`config.mk`:
```
export PLATFORM = sky130hd
export DESIGN_NAME = ncl_mult_seq
export DESIGN_NICKNAME = d
export VERILOG_FILES = /design/src/rtl/ncl_mult_seq.sv
export SDC_FILE = /design/constraint.sdc
export NUM_CORES = 1
export LEC_CHECK = 0
export CORE_MARGIN = 5
export CORE_UTILIZATION = 59
export CTS_BUF_LIST = sky130_fd_sc_hd__clkbuf_2
export CTS_CLUSTER_DIAMETER = 150
export CTS_CLUSTER_SIZE = 40
export DETAILED_ROUTE_END_ITERATION = 10
export HOLD_SLACK_MARGIN = 0.02
export PLACE_DENSITY_LB_ADDON = 0.08
export REMOVE_ABC_BUFFERS = 1
export SYNTH_ARGS = -nofsm -noshare
export SYNTH_HDL_FRONTEND = slang
export SYNTH_SLANG_ARGS = --single-unit
```
`constraint.sdc`:
```
create_clock -name clk -period 3.1 [get_ports clk]
set_clock_uncertainty 0.2 [all_clocks]
set_input_delay 0.465 -clock clk [delete_from_list [all_inputs] [get_ports clk]]
set_output_delay 0.465 -clock clk [all_outputs]
set_load 0.005 [all_outputs]
```
`src/rtl/ncl_mult_seq.sv`:
```
// ncl_mult_seq: clocked dual-rail (NCL-style) shift-add multiplier.
// Operands arrive as WIDTH-bit dual-rail words under a four-phase Ki/Ko
// return-to-NULL handshake; the 2*WIDTH-bit product is presented dual-rail.
// SIGNED = 1 multiplies magnitudes and fixes the sign in one extra cycle.
// Optional build macro: NCL_MULT_ILLEGAL_DET_EN enables the sticky err flag
// for operand bits seen at the illegal 11 codeword while waiting for DATA.
module ncl_mult_seq #(
  parameter int WIDTH  = 3,
  parameter int SIGNED = 0
) (
  input  logic                 clk,
  input  logic                 rst,
  input  logic [WIDTH-1:0]     A_rail1,
  input  logic [WIDTH-1:0]     A_rail0,
  input  logic [WIDTH-1:0]     B_rail1,
  input  logic [WIDTH-1:0]     B_rail0,
  input  logic                 Ki,
  output logic [2*WIDTH-1:0]   Po_rail1,
  output logic [2*WIDTH-1:0]   Po_rail0,
  output logic                 Ko,
  output logic                 busy,
  output logic                 err
);

  localparam int PW = 2 * WIDTH;
  localparam int CW = $clog2(WIDTH + 1);

  typedef enum logic [2:0] {
    S_WAIT_DATA,
    S_CALC,
    S_FIX,
    S_WAIT_KI,
    S_PRESENT,
    S_FLUSH
  } state_t;

  state_t          state_q, state_d;
  logic [PW-1:0]   a_q, a_d;      // multiplicand, shifted left one place per step
  logic [WIDTH-1:0] b_q, b_d;     // multiplier, shifted right one place per step
  logic            neg_q, neg_d;  // operand signs differ (signed mode only)
  logic [PW-1:0]   acc_q, acc_d;
  logic [CW-1:0]   cnt_q, cnt_d;
  logic [PW-1:0]   po1_q, po1_d;
  logic [PW-1:0]   po0_q, po0_d;
  logic            ko_q, ko_d;

  // Codeword classification of the incoming operand words.
  logic ops_complete, ops_null;
  assign ops_complete = (&(A_rail1 ^ A_rail0)) & (&(B_rail1 ^ B_rail0));
  assign ops_null     = ~(|{A_rail1, A_rail0, B_rail1, B_rail0});

  // Magnitudes and signs: the shift-add core only ever sees non-negative values.
  // The most-negative operand's magnitude still fits in WIDTH unsigned bits.
  logic             sign_a, sign_b;
  logic [WIDTH-1:0] a_mag, b_mag;
  assign sign_a = (SIGNED != 0) && A_rail1[WIDTH-1];
  assign sign_b = (SIGNED != 0) && B_rail1[WIDTH-1];
  assign a_mag  = sign_a ? (~A_rail1 + WIDTH'(1)) : A_rail1;
  assign b_mag  = sign_b ? (~B_rail1 + WIDTH'(1)) : B_rail1;

`ifdef NCL_MULT_ILLEGAL_DET_EN
  logic ops_illegal;
  logic err_q, err_d;
  assign ops_illegal = (|(A_rail1 & A_rail0)) | (|(B_rail1 & B_rail0));
`endif

  // Next-state logic for the handshake FSM and the shift-add datapath.
  always_comb begin
    // NOTE: every _d takes its _q value first so no path leaves a variable
    // unassigned; without these defaults synthesis would infer latches.
    state_d = state_q;
    a_d     = a_q;
    b_d     = b_q;
    neg_d   = neg_q;
    acc_d   = acc_q;
    cnt_d   = cnt_q;
    po1_d   = po1_q;
    po0_d   = po0_q;
    ko_d    = ko_q;
`ifdef NCL_MULT_ILLEGAL_DET_EN
    err_d   = err_q;
`endif

    case (state_q)
      S_WAIT_DATA: begin
`ifdef NCL_MULT_ILLEGAL_DET_EN
        if (ops_illegal) err_d = 1'b1;
`endif
        // An 11 bit fails the XOR test, so illegal words are never captured.
        if (ops_complete) begin
          a_d     = {{WIDTH{1'b0}}, a_mag};
          b_d     = b_mag;
          neg_d   = sign_a ^ sign_b;
          acc_d   = '0;
          cnt_d   = '0;
          ko_d    = 1'b0;
          state_d = S_CALC;
        end
      end

      S_CALC: begin
        if (b_q[0]) acc_d = acc_q + a_q;
        a_d   = a_q << 1;
        b_d   = b_q >> 1;
        cnt_d = cnt_q + CW'(1);
        if (cnt_q == CW'(WIDTH - 1)) begin
          state_d = (SIGNED != 0) ? S_FIX : S_WAIT_KI;
        end
      end

      S_FIX: begin
        if (neg_q) acc_d = ~acc_q + PW'(1);
        state_d = S_WAIT_KI;
      end

      S_WAIT_KI: begin
        if (Ki) begin
          po1_d   = acc_q;
          po0_d   = ~acc_q;
          state_d = S_PRESENT;
        end
      end

      S_PRESENT: begin
        // Ki must fall before the next result can ever be presented.
        if (!Ki) begin
          po1_d   = '0;
          po0_d   = '0;
          state_d = S_FLUSH;
        end
      end

      S_FLUSH: begin
        if (ops_null) begin
          ko_d    = 1'b1;
          state_d = S_WAIT_DATA;
        end
      end

      default: begin
        po1_d   = '0;
        po0_d   = '0;
        ko_d    = 1'b0;
        state_d = S_FLUSH;
      end
    endcase
  end

  // State and output registers; reset discards any result in flight.
  always_ff @(posedge clk or posedge rst) begin
    if (rst) begin
      state_q <= S_FLUSH;
      a_q     <= '0;
      b_q     <= '0;
      neg_q   <= 1'b0;
      acc_q   <= '0;
      cnt_q   <= '0;
      po1_q   <= '0;
      po0_q   <= '0;
      ko_q    <= 1'b0;
`ifdef NCL_MULT_ILLEGAL_DET_EN
      err_q   <= 1'b0;
`endif
    end else begin
      // NOTE: non-blocking assignments keep every register updating from the
      // same pre-edge values regardless of statement order.
      state_q <= state_d;
      a_q     <= a_d;
      b_q     <= b_d;
      neg_q   <= neg_d;
      acc_q   <= acc_d;
      cnt_q   <= cnt_d;
      po1_q   <= po1_d;
      po0_q   <= po0_d;
      ko_q    <= ko_d;
`ifdef NCL_MULT_ILLEGAL_DET_EN
      err_q   <= err_d;
`endif
    end
  end

  assign Po_rail1 = po1_q;
  assign Po_rail0 = po0_q;
  assign Ko       = ko_q;
  assign busy     = (state_q != S_WAIT_DATA);
`ifdef NCL_MULT_ILLEGAL_DET_EN
  assign err      = err_q;
`else
  assign err      = 1'b0;
`endif

endmodule
```
==> impl_metrics.env <==
export IMPL_status="finished clean"
export IMPL_initialDrtViolationCount=82
export IMPL_synthesis_area_um2=1840
export IMPL_io_buffers=28
export IMPL_cpPeakStageDelay_ps=710
export IMPL_root_buffer="clkbuf_2"
export IMPL_seq_area_frac_synth_pct=45.1
export IMPL_yosys_warnings=0
export IMPL_fmax_mhz=394
export IMPL_ys_async_sr_fraction_pct=100
export IMPL_cts_sinks=33
export IMPL_synth_top_cell_by_area="dfrtp_1"
export IMPL_cts_setup_buffers=0
export IMPL_fill_cells=241
export IMPL_ys_ff_latch=33
export IMPL_cts_hold_buffers=0
export IMPL_synth_area_leaders="dfrtp_1 (42%), nand2_1 (7.6%), o31ai_1 (5.3%)"
export IMPL_overflow=0
export IMPL_peakVddDrop_mv=0.510
export IMPL_via_per_inst=5.68
export IMPL_cts_repair_resize_count=0
export IMPL_grt_pass1_wl_um=6560
export IMPL_grt_max_degree=34
export IMPL_final_util_pct=71.4
export IMPL_hold_viol=0
export IMPL_endpoint_kind="output pin"
export IMPL_setup_slack_ps=559
export IMPL_diodes=0
export IMPL_routed_wl_um=3760
export IMPL_dp_hpwl_um=2800
export IMPL_cpMaxStageDelayCell="dfstp_2"
export IMPL_start_util_pct=60.7
export IMPL_place_congestion=0.891
export IMPL_layout_min_cycle_time_ps=2540
export IMPL_h_tree_depth=2
export IMPL_worst_setup_path_type="flop to output pin"
export IMPL_clkLatencyLatePin_ps=380
export IMPL_nets=244
export IMPL_finalMaxSlewViolations=0
export IMPL_tightest_slew_ps=648
export IMPL_startpoint_type="flop"
export IMPL_io_pins=30
export IMPL_relSlewSlack_pct=56.8
export IMPL_final_seq_area_um2=828
export IMPL_hold_class="input port to asynchronous set/reset pin"
export IMPL_cts_tree="yes"
export IMPL_r2r_start="state_q[0]$_DFFE_PP1P_"
export IMPL_ys_top_cells_by_count="nand2_1 (37), dfrtp_1 (31), o31ai_1 (13), o21ai_0 (10), nor2_1 (8)"
export IMPL_die_height_um=65.8
export IMPL_post_synth_num_cell_types=43
export IMPL_grt_setup_unrepaired="no"
export IMPL_fin_tns_setup_ps=0
export IMPL_drcViolationCount=0
export IMPL_antenna_left=0
export IMPL_synth_cells=196
export IMPL_grtUsageTotal_pct=19.9
export IMPL_setup_viol=0
export IMPL_synth_edf_count=0
export IMPL_antenna_found_initial=0
export IMPL_path_clk_slew_ps=160
export IMPL_grt_pass1_vias=1446
export IMPL_num_rows=20
export IMPL_critical_path_cell_chain="nor3_4 -> inv_2 -> clkdlybuf4s50_1"
export IMPL_finalPower_w=0.00193
export IMPL_path_max_fanout=12
export IMPL_dr_pass1_iters=4
export IMPL_crit_arrival_ps=1880
export IMPL_vias=1510
export IMPL_die_area_um2=4330
export IMPL_synth_flop_cell="dfrtp_1"
export IMPL_cts_buffer_depth=2
export IMPL_critPathLaunch="state_q[2]$_DFFE_PP1P_"
export IMPL_dieWidth_um=65.8
export IMPL_syn_area_per_cell_um2=9.37
export IMPL_yosysMostFrequentCell="nand2_1"
export IMPL_leakage_nw=0.942
export IMPL_area_growth_pct=17.8
export IMPL_coreArea_um2=3030
export IMPL_post_place_ws_ps=490
export IMPL_multi_input_area_um2=921
export IMPL_synth_top_cell_area_share_pct=42.2
export IMPL_crit_required_ps=2430
export IMPL_wl_per_cell_um=14.1
export IMPL_layout_drive_gt1_share_pct=7.21
export IMPL_power_density_nw_per_um2=894
export IMPL_fin_crit_sh_pct=82.0
export IMPL_drv_cap=0
export IMPL_cts_buffers=5
-- metal layers --
layer | GRT usage (%) | vias to the layer above | routed length [um]
met2 | 33.2 | 32 | 1830
met1 | 24.0 | 707 | 1680
met5 | 0 | - | 0
met4 | 8.55 | 0 | 72
met3 | 5.61 | 9 | 171
li1 | - | 762 | -
-- metrics by stage --
stage,instance area [um^2],hold WS (ps),instances
final,2160,246,266
after global routing,2160,250,266
after CTS,2160,253,266
after detailed placement,2130,269,259
after global placement,2130,259,259
after floorplan,1780,271,185
-- flip-flops by register name, summed over array words and instances, names as in the netlist --
signal / flops
Ko: 1
Po_rail0: 6
Po_rail1: 6
a_q: 6
acc_q: 6
b_q: 3
cnt_q: 2
state_q: 3
-- where the power goes --
group	total (W)	leakage, nW	switching, W	internal, W
Clock	0.000190	0.0265	0.000138	0.0000526
Combinational	0.000946	0.491	0.000494	0.000452
Sequential	0.000798	0.424	0.000183	0.000615
Total	0.00193	0.942	0.000815	0.00112
-- cells by family after synthesis --
| logic type | synth area share (%) |
|---|---|
| mux | 1.63 |
| other cells | 0.204 |
| flops | 45.1 |
| fa+ha+maj | 5.18 |
| compound gates | 18.3 |
| buf+inv | 4.77 |
| xor+xnor | 3.81 |
| simple gates | 21.0 |
-- worst max-delay path, delay by kind of cell, from the launching register on --
family / cells / cell delay (ps)
buf+inv: 2 / 680
simple gates: 1 / 100
flops: 1 / 710
-- layout by cell type, fill, tap and decap left out, drive strengths merged, types with 3 or more instances in the layout --
cell / instances
dfrtp: 31
nor4: 3
nand2b: 4
o31ai: 13
o21ai: 11
nor2: 8
clkdlybuf4s50: 28
ha: 6
a21oi: 6
nand2: 37
a21o: 3
xor2: 7
o22ai: 7
nand4: 6
a31oi: 4
inv: 8
clkbuf: 6
mux2i: 3
-- final timing paths --
check	to	slack, ps	cells after the start
max	busy	560	3
max reg2reg	acc_q[5]$_DFFE_PP0P_	860	4
min	b_q[0]$_DFFE_PP0P_	250	3
min in group clk	Po_rail1[3]$_DFFE_PP0P_	300	2
max in group asynchronous	state_q[2]$_DFFE_PP1P_	2130	3
min reg2reg	Po_rail1[3]$_DFFE_PP0P_	300	2
-- cell type report --
cell class	instances	share of cell area, %
clock buffers	6	1.39
clock inverters	1	0.174
inverters	8	1.39
multi-input cells	144	42.6
flip-flops and latches	33	38.3
well taps	44	2.54
repair buffers	30	13.6
No activity file was read; power rests on OpenSTA's default activity.
